`src/rtl/ysyx_2022040010_dsram_axil_pkg.sv`:
```
// Shared definitions for the data-SRAM AXI4-Lite bridge.
//   - state_e     : bridge FSM state encoding
//   - RESP_OKAY   : AXI response code for a successful beat
//   - DEF_ADDR_W / DEF_DATA_W : default core/bus widths of this stage
//   - resp_is_err : classifies a BRESP/RRESP value as an error
package ysyx_2022040010_dsram_axil_pkg;

    localparam int DEF_ADDR_W = 64;
    localparam int DEF_DATA_W = 64;

    localparam logic [1:0] RESP_OKAY = 2'b00;

    typedef enum logic [2:0] {
        ST_IDLE    = 3'd0,
        ST_RD_ADDR = 3'd1,
        ST_RD_DATA = 3'd2,
        ST_WR_REQ  = 3'd3,
        ST_WR_RESP = 3'd4,
        ST_DONE    = 3'd5
    } state_e;

    // Any response other than OKAY terminates the access with an error.
    function automatic logic resp_is_err(input logic [1:0] resp);
        return (resp != RESP_OKAY);
    endfunction

endpackage

```
`src/rtl/ysyx_2022040010_dsram_axil_if.sv`:
```
// AXI4-Lite bundle between the data-SRAM bridge (master) and a memory
// slave. Carries the AW, W, B, AR and R channels.
//   master : drives valids/addresses/write data and the B/R readies
//   slave  : drives the AW/W/AR readies and the B/R responses
interface ysyx_2022040010_dsram_axil_if #(
    parameter int ADDR_W = 64,
    parameter int DATA_W = 64
) ();

    logic                  awvalid;
    logic                  awready;
    logic [ADDR_W-1:0]     awaddr;
    logic                  wvalid;
    logic                  wready;
    logic [DATA_W-1:0]     wdata;
    logic [DATA_W/8-1:0]   wstrb;
    logic                  bvalid;
    logic                  bready;
    logic [1:0]            bresp;
    logic                  arvalid;
    logic                  arready;
    logic [ADDR_W-1:0]     araddr;
    logic                  rvalid;
    logic                  rready;
    logic [DATA_W-1:0]     rdata;
    logic [1:0]            rresp;

    modport master (
        output awvalid, awaddr, wvalid, wdata, wstrb, bready,
        output arvalid, araddr, rready,
        input  awready, wready, bvalid, bresp,
        input  arready, rvalid, rdata, rresp
    );

    modport slave (
        input  awvalid, awaddr, wvalid, wdata, wstrb, bready,
        input  arvalid, araddr, rready,
        output awready, wready, bvalid, bresp,
        output arready, rvalid, rdata, rresp
    );

endinterface

```
`src/rtl/ysyx_2022040010_dsram_axil.sv`:
```
// Data-SRAM to AXI4-Lite bridge. Turns a single-cycle core load/store
// request into one AXI4-Lite transaction, stalling the pipeline until
// the transaction finishes.
// Ports:
//   clk, rst     : clock and synchronous active-high reset
//   dsram_e/_we  : request strobe and direction (1 = write)
//   dsram_addr   : access address;  dsram_wdata : store data
//   dsram_rdata  : last load data (held until the next load completes)
//   stall_req    : holds the core while a request is pending/in flight
//   bus_err      : one-cycle pulse when the access got a non-OKAY response
//   axi          : AXI4-Lite master port
module ysyx_2022040010_dsram_axil
    import ysyx_2022040010_dsram_axil_pkg::*;
#(
    parameter int ADDR_W = DEF_ADDR_W,
    parameter int DATA_W = DEF_DATA_W
) (
    input  logic                clk,
    input  logic                rst,
    input  logic                dsram_e,
    input  logic                dsram_we,
    input  logic [ADDR_W-1:0]   dsram_addr,
    input  logic [DATA_W-1:0]   dsram_wdata,
    output logic [DATA_W-1:0]   dsram_rdata,
    output logic                stall_req,
    output logic                bus_err,
    ysyx_2022040010_dsram_axil_if.master axi
);

    state_e              state_r;
    logic [ADDR_W-1:0]   addr_r;
    logic [DATA_W-1:0]   wdata_r;
    logic [DATA_W-1:0]   rdata_r;
    logic                arvalid_r;
    logic                rready_r;
    logic                awvalid_r;
    logic                wvalid_r;
    logic                bready_r;
    logic                aw_done_r;
    logic                w_done_r;
    logic                bus_err_r;
    logic                aw_fire_s;
    logic                w_fire_s;
    logic                stall_s;

    assign aw_fire_s = awvalid_r & axi.awready;
    assign w_fire_s  = wvalid_r & axi.wready;

    // Access FSM; every AXI valid/ready output is a register set on state entry.
    always_ff @(posedge clk) begin
        if (rst) begin
            state_r   <= ST_IDLE;
            addr_r    <= '0;
            wdata_r   <= '0;
            rdata_r   <= '0;
            arvalid_r <= 1'b0;
            rready_r  <= 1'b0;
            awvalid_r <= 1'b0;
            wvalid_r  <= 1'b0;
            bready_r  <= 1'b0;
            aw_done_r <= 1'b0;
            w_done_r  <= 1'b0;
            bus_err_r <= 1'b0;
        end else begin
            case (state_r)
                ST_IDLE: begin
                    if (dsram_e) begin
                        addr_r  <= dsram_addr;
                        wdata_r <= dsram_wdata;
                        if (dsram_we) begin
                            state_r   <= ST_WR_REQ;
                            awvalid_r <= 1'b1;
                            wvalid_r  <= 1'b1;
                            aw_done_r <= 1'b0;
                            w_done_r  <= 1'b0;
                        end else begin
                            state_r   <= ST_RD_ADDR;
                            arvalid_r <= 1'b1;
                        end
                    end
                end
                ST_RD_ADDR: begin
                    if (axi.arready) begin
                        arvalid_r <= 1'b0;
                        rready_r  <= 1'b1;
                        state_r   <= ST_RD_DATA;
                    end
                end
                ST_RD_DATA: begin
                    // Data is captured even on an error response.
                    if (axi.rvalid) begin
                        rready_r  <= 1'b0;
                        rdata_r   <= axi.rdata;
                        bus_err_r <= resp_is_err(axi.rresp);
                        state_r   <= ST_DONE;
                    end
                end
                ST_WR_REQ: begin
                    // AW and W complete independently, in either order.
                    if (aw_fire_s) begin
                        awvalid_r <= 1'b0;
                        aw_done_r <= 1'b1;
                    end
                    if (w_fire_s) begin
                        wvalid_r <= 1'b0;
                        w_done_r <= 1'b1;
                    end
                    if ((aw_done_r | aw_fire_s) & (w_done_r | w_fire_s)) begin
                        bready_r <= 1'b1;
                        state_r  <= ST_WR_RESP;
                    end
                end
                ST_WR_RESP: begin
                    if (axi.bvalid) begin
                        bready_r  <= 1'b0;
                        bus_err_r <= resp_is_err(axi.bresp);
                        state_r   <= ST_DONE;
                    end
                end
                ST_DONE: begin
                    // Single turnaround cycle; a request seen here waits for IDLE.
                    bus_err_r <= 1'b0;
                    state_r   <= ST_IDLE;
                end
                default: begin
                    state_r   <= ST_IDLE;
                    arvalid_r <= 1'b0;
                    rready_r  <= 1'b0;
                    awvalid_r <= 1'b0;
                    wvalid_r  <= 1'b0;
                    bready_r  <= 1'b0;
                    bus_err_r <= 1'b0;
                end
            endcase
        end
    end

    // Stall while a request waits in IDLE or any bus phase is in flight.
    always_comb begin
        stall_s = 1'b0;
        case (state_r)
            ST_IDLE:    stall_s = dsram_e;
            ST_RD_ADDR: stall_s = 1'b1;
            ST_RD_DATA: stall_s = 1'b1;
            ST_WR_REQ:  stall_s = 1'b1;
            ST_WR_RESP: stall_s = 1'b1;
            default:    stall_s = 1'b0;
        endcase
    end

    assign stall_req   = stall_s;
    assign bus_err     = bus_err_r;
    assign dsram_rdata = rdata_r;

    assign axi.arvalid = arvalid_r;
    assign axi.araddr  = addr_r;
    assign axi.rready  = rready_r;
    assign axi.awvalid = awvalid_r;
    assign axi.awaddr  = addr_r;
    assign axi.wvalid  = wvalid_r;
    assign axi.wdata   = wdata_r;
    assign axi.wstrb   = {(DATA_W/8){1'b1}};
    assign axi.bready  = bready_r;

endmodule

```
`src/flat_wrapper.sv`:
```
// flat-port wrapper written by rule: the top's interface ports become plain ports
module ysyx_2022040010_dsram_axil_flat import ysyx_2022040010_dsram_axil_pkg::*;
#(
    parameter int ADDR_W = DEF_ADDR_W,
    parameter int DATA_W = DEF_DATA_W
)
  (clk, rst, dsram_e, dsram_we, dsram_addr, dsram_wdata, dsram_rdata, stall_req, bus_err, axi_awvalid, axi_awaddr, axi_wvalid, axi_wdata, axi_wstrb, axi_bready, axi_arvalid, axi_araddr, axi_rready, axi_awready, axi_wready, axi_bvalid, axi_bresp, axi_arready, axi_rvalid, axi_rdata, axi_rresp);
  ysyx_2022040010_dsram_axil_if #(.ADDR_W(ADDR_W), .DATA_W(DATA_W)) axi_i ();
  input  logic clk;
  input  logic rst;
  input  logic dsram_e;
  input  logic dsram_we;
  input  logic [ADDR_W-1:0] dsram_addr;
  input  logic [DATA_W-1:0] dsram_wdata;
  output logic [DATA_W-1:0] dsram_rdata;
  output logic stall_req;
  output logic bus_err;
  output wire logic [$bits(axi_i.awvalid)-1:0] axi_awvalid;
  output wire logic [$bits(axi_i.awaddr)-1:0] axi_awaddr;
  output wire logic [$bits(axi_i.wvalid)-1:0] axi_wvalid;
  output wire logic [$bits(axi_i.wdata)-1:0] axi_wdata;
  output wire logic [$bits(axi_i.wstrb)-1:0] axi_wstrb;
  output wire logic [$bits(axi_i.bready)-1:0] axi_bready;
  output wire logic [$bits(axi_i.arvalid)-1:0] axi_arvalid;
  output wire logic [$bits(axi_i.araddr)-1:0] axi_araddr;
  output wire logic [$bits(axi_i.rready)-1:0] axi_rready;
  input wire logic [$bits(axi_i.awready)-1:0] axi_awready;
  input wire logic [$bits(axi_i.wready)-1:0] axi_wready;
  input wire logic [$bits(axi_i.bvalid)-1:0] axi_bvalid;
  input wire logic [$bits(axi_i.bresp)-1:0] axi_bresp;
  input wire logic [$bits(axi_i.arready)-1:0] axi_arready;
  input wire logic [$bits(axi_i.rvalid)-1:0] axi_rvalid;
  input wire logic [$bits(axi_i.rdata)-1:0] axi_rdata;
  input wire logic [$bits(axi_i.rresp)-1:0] axi_rresp;
  assign axi_awvalid = axi_i.awvalid;
  assign axi_awaddr = axi_i.awaddr;
  assign axi_wvalid = axi_i.wvalid;
  assign axi_wdata = axi_i.wdata;
  assign axi_wstrb = axi_i.wstrb;
  assign axi_bready = axi_i.bready;
  assign axi_arvalid = axi_i.arvalid;
  assign axi_araddr = axi_i.araddr;
  assign axi_rready = axi_i.rready;
  assign axi_i.awready = axi_awready;
  assign axi_i.wready = axi_wready;
  assign axi_i.bvalid = axi_bvalid;
  assign axi_i.bresp = axi_bresp;
  assign axi_i.arready = axi_arready;
  assign axi_i.rvalid = axi_rvalid;
  assign axi_i.rdata = axi_rdata;
  assign axi_i.rresp = axi_rresp;
  ysyx_2022040010_dsram_axil #(.ADDR_W(ADDR_W), .DATA_W(DATA_W)) u_core (.clk(clk), .rst(rst), .dsram_e(dsram_e), .dsram_we(dsram_we), .dsram_addr(dsram_addr), .dsram_wdata(dsram_wdata), .dsram_rdata(dsram_rdata), .stall_req(stall_req), .bus_err(bus_err), .axi(axi_i));
endmodule
```
`config.mk`:
```
export PLATFORM = sky130hd
export DESIGN_NAME = ysyx_2022040010_dsram_axil_flat
export DESIGN_NICKNAME = d
export VERILOG_FILES = /design/src/rtl/ysyx_2022040010_dsram_axil_pkg.sv /design/src/rtl/ysyx_2022040010_dsram_axil_if.sv /design/src/rtl/ysyx_2022040010_dsram_axil.sv /design/src/flat_wrapper.sv
export SDC_FILE = /design/constraint.sdc
export NUM_CORES = 1
export LEC_CHECK = 0
export BUFFER_PORTS_ARGS = -buffer_cell sky130_fd_sc_hd__buf_4
export CAP_MARGIN = 15
export CORE_AREA = 2 2 183 185
export CTS_CLUSTER_DIAMETER = 60
export DETAILED_ROUTE_END_ITERATION = 10
export DIE_AREA = 0 0 185 187
export PLACE_DENSITY = 0.61
export SYNTH_ARGS = -nofsm -noshare
export SYNTH_HDL_FRONTEND = slang
export SYNTH_SLANG_ARGS = --single-unit
export TNS_END_PERCENT = 20
```
`constraint.sdc`:
```
create_clock -name clk -period 3.1 [get_ports clk]
set_input_delay 0.465 -clock clk [delete_from_list [all_inputs] [get_ports clk]]
set_output_delay 0.465 -clock clk [all_outputs]
set_load 0.005 [all_outputs]
```
-- Word-level counts from Yosys, hierarchy flattened
Cells that the tools add are included.
- output and inout port bits: 271
- bits in registers: 203
- multiplexer cells: 33
- reduce and logical (&&, ||, !) cells: 21
- bitwise logic cells: 10
- eq/ne operators: 14
- operators with widths (kind ; number):
    AND reduction 4 bit ; 5
    OR reduction 4 bit ; 5
    case mux 1 bit (3 select lines) ; 6
    2-to-1 mux 1 bit ; 17
    2-to-1 mux 3 bit ; 5
    case mux 3 bit (5 select lines) ; 1
    != test 2 bit (second input constant) ; 6
    AND reduction 3 bit ; 3
    equality test 3 x 2 -> 1 bit (second input constant) ; 2
    equality test 3 bit (second input constant) ; 2
    != test 2 x 1 -> 1 bit (second input constant) ; 3
    case mux 1 bit (2 select lines) ; 3
    nonzero test 2 bit ; 3
    NOT 1 bit ; 5
    AND reduction 5 bit ; 1
    AND reduction 2 bit ; 2
    bitwise AND 1 bit ; 3
    equality test 3 x 1 -> 1 bit (second input constant) ; 1
    logical NOT 3 bit ; 1
    OR reduction 3 bit ; 1
    2-to-1 mux 2 bit ; 1
    OR 1 bit ; 2

-- Logic depth before layout (Yosys ltp)
Gate-level depths: netlist (run 1).
- depth after elaboration: 5
- mapped depth: 7

-- Worst setup path before layout (run 1)
Ideal clock, no wire load.
- path kind: register to output
- start: register u_core.state_r[2]
- end: output port stall_req
- arrival time: 933 ps
- cell stages (with the launch flop): 5
- slack: 1702 ps
- required time: 2635 ps
- buffers on the path: 2
- cells stage by stage: dfxtp_1 -> buf_2 -> buf_1 -> nor2_1 -> mux2i_1
- word-level cells in the longest chain between the ends: 3
- elaborated cells between the ends (all ways): 7
- ends and longest elaborated chain (element ; RTL line ; text):
    from (decl) ; ysyx_2022040010_dsram_axil.sv:30 ; state_e state_r;
    from (signal assigned) ; ysyx_2022040010_dsram_axil.sv:52 ; state_r <= ST_IDLE;
    from (signal assigned) ; ysyx_2022040010_dsram_axil.sv:71 ; state_r <= ST_WR_REQ;
    from (signal assigned) ; ysyx_2022040010_dsram_axil.sv:77 ; state_r <= ST_RD_ADDR;
    equality test 3 x 1 -> 1 bit (tied with other cells) ; ysyx_2022040010_dsram_axil.sv:141 ; case (state_r)
    OR reduction 4 bit (no line) ; -- ;
    case mux 1 bit (2 select lines) (*) ; ysyx_2022040010_dsram_axil.sv:141 ;
    to (decl) ; flat_wrapper.sv:16 ; output logic stall_req;
Mark *: on every way between the ends. The rest lies on a longest branch, timed or not.

-- Worst setup path in the final report (run 1)
- start: register u_core.state_r[0]
- end: output port stall_req
Same word-level chain as after synthesis.

==> metrics.md, run 1 <==
| Metric | Value |
|---|---|
| Outcome | finished, final reports clean |
| Most common cell after layout, fill and taps aside | buf_4 |
| Initial Util | 23.5% |
| Minimum clock period | 2260 ps |
| Top-area cell type share of the netlist area | 52.7% |
| Die H | 187 µm |
| Worst setup SP type | register |
| Post-DP HPWL | 19200 µm |
| Global-route wire length before repair | 40200 µm |
| Layout cell share with drive strength beyond 1 | 37.8% |
| Post-route ant nets | 0 |
| Drt drc | 0 |
| Peak VDD IR | 380 µV |
| Worst r2r src | u_core.state_r[2] |
| CP Launch Point | u_core.state_r[0] |
| Worst Reg-to-Reg Cells | 5 |
| TritonCTS clock tree | done |
| Die area | 34600 µm² |
| Hold path depth | 3 |
| Post-synth EDFFs | 0 |
| GRT Resource Usage Total | 14.3% |
| Utilization after layout | 36.6% |
| Vias per inst | 4.22 |
| WL final | 26500 µm |
| Vias in the first global route | 7484 |
| RSZ-0062 raised after global routing | false |
| DP Area | 11100 µm² |
| Clock Sink Count | 203 |
| Worst Path Arrival | 1790 ps |
| Cts bufs inserted | 26 |
| Max clock buf depth | 3 |
| DR pass1 iterations | 7 |
| Crit end category | primary output |
| Synth area leaders | dfxtp_1, nand2_1, a21oi_1 |
| Post-route cell area | 12000 µm² |
| Req. time, crit path | 2630 ps |
| Worst Setup EP | stall_req |
| Hold_buf cts | 0 |
| Post-synth top flop | dfxtp_1 |
| HP Class | in2reg |
| Worst-path maximum fanout | 17 |
| Core area | 32900 µm² |
| Fillers | 3501 |
| Clock H-tree levels | 1 |
| Initial DRC Count | 362 |
| Post-CTS setup buffers | 0 |
| Crit share post-route | 72.8% |
| Library cells used by synthesis | 31 |
| Synthesis Warnings | 0 |
| Commonest non-fill, non-tap cells in the layout | buf_4, nand2_1, dfxtp_1 |
| Crit path kind | reg2out |
| # resized after CTS | 0 |
| IO Count | 476 |
| R2R Setup Slk | 1040 ps |
| Hold Fails Final Rpt | 0 |
| Number of max-cap violations | 0 |
| Initial antenna violation count | 1 |
| Clock skew | 9.11 ps |
| Wire per inst | 14.5 µm |
| Worst slew margin | 51.6% |
| Post-Synthesis Cells | 987 |
| Layout area overhead | 55.9% |
| Maximum clock frequency | 0.443 GHz |
| Remaining global-route overflow | 0 |
| Largest area contributor in the netlist | dfxtp_1 |
| Post-synthesis register bit count | 203 |
| Worst Tran Pin Value | 721 ps |
| Std cell rows | 67 |
| I/O Buffers | 467 |
| Reg2Reg Capture Point | u_core.dsram_rdata[45] |
| Placed Cells incl. Taps | 1778 |
| Chip Width | 185 µm |
| Fin. max-slew vios | 0 |
| Cell Area, Synth | 7710 µm² |
| Count of non-filler cells in the finished layout | 1825 |
| Largest net degree at the start of global routing | 130 |
| Setup_tns | 0 ps |
| Tot Pwr | 7.53 mW |
| Antenna diodes | 0 |
| FFs w/ async S/R, synth | 0% |
| Post-synthesis sequential area ratio | 52.7% |
| Nets@finish | 1563 |
| Root buffer cell | clkbuf_16 |
| Clk slew on worst S/H paths | 60 ps |
| Avg Cell Area, Syn | 7.81 µm² |
| Via count | 7698 |
| Clock latency on the worst-skew pair | 520 ps |
| Setup-failing EPs final | 0 |
| Lkg Pwr | 5.33 nW |
| Routability cong. | 0.767 |
| Pwr Density | 626 nW/µm² |
[cell type report]
cell class                 count  area (µm²)  area share [%]
multi-input combinational    648        2810            23.4
clock buffer                  37         753            6.26
tap                          448         561            4.66
inverter                       3        11.3          0.0936
sequential                   203        4060            33.8
timing repair buffer         476        3660            30.5
clock inverter                10         164            1.36
[through the flow]
stage / setup WS [ps] / hold slack [ps]
2_1_floorplan: 1700 / 441
3_3_place_gp: 1110 / 442
3_5_place_dp: 1060 / 447
4_1_cts: 819 / 147
5_1_grt: 678 / 152
6_report: 843 / 184
[cells by family (layout without fill, tap and decap cells)]
logic type	count (synthesis)	count (layout)	synth area share, %
flip-flops	203	203	52.7
other	1	8	0.0486
AND/OR/NAND/NOR	418	418	21.0
buffers and inverters	143	526	11.2
multiplexers	1	1	0.130
AO/OA/AOI/OAI	221	221	14.9
[layer usage]
metal / up-vias / share of wire, % / track usage (%)
li1: 3843 / - / -
met1: 3495 / 39 / 16.3
met2: 321 / 49 / 25.6
met3: 37 / 11 / 5.16
met4: 2 / 1.5 / 2.99
met5: - / 0.049 / 0
[flip-flops by register name, indices dropped and copies added (netlist names), 3 cells and up]
| register | flops |
|---|---|
| u_core.dsram_rdata | 64 |
| u_core.axi.araddr | 64 |
| u_core.state_r | 3 |
| u_core.axi.wdata | 64 |
[synth_stat cells (2+ instances only)]
cell type	number
a21oi_1	201
buf_2	27
nor2_1	12
and2_1	2
nor2b_1	3
nand2_1	389
buf_4	79
nand2b_1	2
o22ai_1	2
clkbuf_1	28
o211ai_1	2
dfxtp_1	203
buf_1	6
o21ai_0	7
inv_1	3
a41oi_1	2
nand3_1	2
nor3_1	4
[worst min-delay path by stage]
stage | from | to | slack [ps]
after floorplan | u_core.aw_done_r | u_core.aw_done_r | 440
after global placement | u_core.dsram_rdata[46] | u_core.dsram_rdata[46] | 440
after detailed placement | u_core.dsram_rdata[25] | u_core.dsram_rdata[25] | 450
after CTS | dsram_addr[62] | u_core.axi.araddr[62] | 150
after global routing | dsram_wdata[32] | u_core.axi.wdata[32] | 150
final | dsram_wdata[61] | u_core.axi.wdata[61] | 180
[critical path, stage by stage, from the launching register on]
cell,delay [ps]
dfxtp_1,690
nor2_1,210
mux2i_1,220
buf_4,150
[power breakdown]
part	total [mW]	internal, mW	leakage (nW)	switching (mW)
Sequential	3.00	2.83	1.66	0.168
Combinational	1.36	0.708	3.23	0.649
Clock	3.18	2.02	0.446	1.16
Total	7.53	5.56	5.33	1.97
(Power assumes the default switching activity.)
==> run 2, diff against run 1 <==
Settings changed: CORE_AREA 2 2 183 185 to 2 2 187 189, DIE_AREA 0 0 185 187 to 0 0 189 191.
Clock period 3.1 ns to 1.92 ns, I/O delays scaled along.
==> run 2 against run 1 <==
Net effect: utilization up 3.9 points; final cell count up 11%; critical path type unchanged; non-clock buffer count up 182; via count up 9.8%; clock-buffer cell count down 6; routed wire length up 12%; sequential share of layout area down 4.4 points; global-route usage up 0.86 points; largest power group unchanged.
==> metrics.md, run 2 (same netlist as run 1, synthesis figures left out) <==
| Metric | Value |
|---|---|
| Outcome | finished, final reports clean |
| TritonCTS clock tree | done |
| Lkg Pwr | 6.12 nW (+15%) |
| Initial DRC Count | 349 (-3.6%) |
| Psw | 3.40 mW (+72%) |
| Maximum clock frequency | 0.568 GHz |
| CP Launch Point | u_core.state_r[0] |
| Die H | 191 µm (+2.1%) |
| Most common cell after layout, fill and taps aside | buf_4 |
| Crit path kind | reg2out |
| Remaining global-route overflow | 0 (unchanged) |
| Worst setup SP type | register |
| Crit share post-route | 91.8% |
| R2R Setup Slk | 230 ps (-810 ps) |
| Comb pwr share | 21.3% (+3.3 points) |
| Clock H-tree levels | 1 (unchanged) |
| Clock latency on the worst-skew pair | 530 ps (about the same) |
| Wire per inst | 14.7 µm (+1.5%) |
| Std cell rows | 68 (+1.5%) |
| GRT Resource Usage Total | 15.2% (+0.86 points) |
| Peak VDD IR | 629 µV (+66%) |
| Minimum clock period | 1760 ps |
| Vias per inst | 4.19 (-0.64%) |
| Vias in the first global route | 8186 (+9.4%) |
| Worst r2r src | u_core.state_r[1] |
| Die area | 36100 µm² (+4.3%) |
| Chip Width | 189 µm (+2.2%) |
| Cts bufs inserted | 26 (unchanged) |
| Clock Sink Count | 203 (unchanged) |
| Clock skew | 9.55 ps (+0.435 ps) |
| Worst Reg-to-Reg Cells | 5 (unchanged) |
| Setup_tns | 0 ps (unchanged) |
| Pwr Density | 910 nW/µm² (+45%) |
| Layout area overhead | 79.1% |
| Crit end category | primary output |
| Post-DP HPWL | 21100 µm (+10%) |
| Hold path depth | 3 (unchanged) |
| Post-route cell area | 13800 µm² (+15%) |
| Root buffer cell | clkbuf_16 |
| Routability cong. | 0.801 (+4.5%) |
| IO Count | 476 (unchanged) |
| Post-route ant nets | 0 (unchanged) |
| RSZ-0062 raised after global routing | false |
| Post-CTS setup buffers | 0 (unchanged) |
| Via count | 8453 (+9.8%) |
| Initial Util | 22.6% (-0.86 points) |
| Fin. max-slew vios | 0 (unchanged) |
| Req. time, crit path | 1630 ps (-1000 ps) |
| I/O Buffers | 467 (unchanged) |
| Final setup margin | 158 ps (-685 ps) |
| DP Area | 11400 µm² (+2.2%) |
| Layout cell share with drive strength beyond 1 | 35.5% (-2.4 points) |
| Clock share of power | 40.3% (-1.9 points) |
| Largest net degree at the start of global routing | 75 (-42%) |
| Flop pwr share | 38.4% (-1.4 points) |
| Internal power | 9.17 mW (+65%) |
| Setup-failing EPs final | 0 (unchanged) |
| Global-route wire length before repair | 44100 µm (+9.8%) |
| Initial antenna violation count | 3 (+2) |
| Hold Fails Final Rpt | 0 (unchanged) |
| Worst-path maximum fanout | 9 (-8) |
| HP Class | in2reg |
| Core area | 34100 µm² (+3.8%) |
| Clk slew on worst S/H paths | 60 ps (about the same) |
| Number of max-cap violations | 0 (unchanged) |
| Commonest non-fill, non-tap cells in the layout | buf_4, nand2_1, dfxtp_1 |
| Pre-CTS WS | 257 ps (-800 ps) |
| Reg2Reg Capture Point | u_core.dsram_rdata[58] |
| DR pass1 iterations | 4 (-3) |
| Drt drc | 0 (unchanged) |
| WL final | 29700 µm (+12%) |
| Nets@finish | 1745 (+12%) |
| Worst Path Arrival | 1470 ps (-320 ps) |
| Worst Setup EP | stall_req |
| Final Hold Slack | 16.4 ps (-167 ps) |
| Fillers | 3356 (-4.1%) |
| Max clock buf depth | 3 (unchanged) |
| Sw Ratio | 27.0% (+0.84 points) |
[run 2: cell types whose count changed in the layout (fill, tap and decap cells not counted), sizes merged]
cell / previous run / this run
clkinv: 4 / 6
diode: 0 / 3
dlygate4sd3: 0 / 154
buf: 476 / 504
clkinvlp: 1 / 3
inv: 4 / 6
clkbuf: 37 / 31
[run 2: layout make-up]
type / count / area (µm²) / area share, %
timing repair buffer: 658 / 5440 / 39.4
sequential: 203 / 4070 / 29.4
multi-input combinational: 648 / 2820 / 20.4
clock buffer: 31 / 691 / 5.00
tap: 455 / 569 / 4.12
clock inverter: 16 / 209 / 1.51
inverter: 3 / 11.3 / 0.0815
antenna: 3 / 7.51 / 0.0544
[run 2: per-layer routing]
layer	up-vias	share of wire [%]	global-route usage [%]
li1	4209	-	-
met2	359	50	27.0
met4	0	2.4	5.20
met5	-	0	0
met1	3833	39	17.2
met3	52	8.6	4.74
[run 2: through the flow]
step                power (mW)  util (%)  std cells
floorplan                 5.99         -        994
global placement          7.29      33.3       1813
detailed placement        7.33      33.3       1813
CTS                       12.7      40.3       2010
global route              13.2      40.5       2017
finish                    12.6      40.5       2017
[run 2: what timing repair did]
action,CTS,global route
resized for setup,2,1
hold buffers,150,4
hold endpoints to repair,150,4
setup endpoints to repair,1,1
[run 2: how the worst min path moves through the flow]
| stage | startpoint | end | slack [ps] |
|---|---|---|---|
| global placement | u_core.dsram_rdata[7] | u_core.dsram_rdata[7] | 440 |
| floorplan | dsram_wdata[0] | u_core.axi.wdata[0] | 420 |
| finish | dsram_wdata[31] | u_core.axi.wdata[31] | 20 |
| CTS | dsram_addr[57] | u_core.axi.araddr[57] | 0.5 |
| detailed placement | u_core.dsram_rdata[60] | u_core.dsram_rdata[60] | 450 |
| global route | dsram_addr[50] | u_core.axi.araddr[50] | 1 |
[run 2: worst max-delay path, stage by stage, from the launching register on]
cell and delay (ps):
dfxtp_2 390, nor2_4 170, mux2i_1 240, buf_4 150
[run 2: power by group through the flow]
stage / Combinational [mW] / Clock (mW) / Sequential [mW]
6_report: 2.68 / 5.07 / 4.83
4_1_cts: 2.68 / 5.22 / 4.82
3_3_place_gp: 2.40 / 0 / 4.89
3_5_place_dp: 2.42 / 0 / 4.91
2_1_floorplan: 1.10 / 0 / 4.88
5_1_grt: 2.92 / 5.45 / 4.87
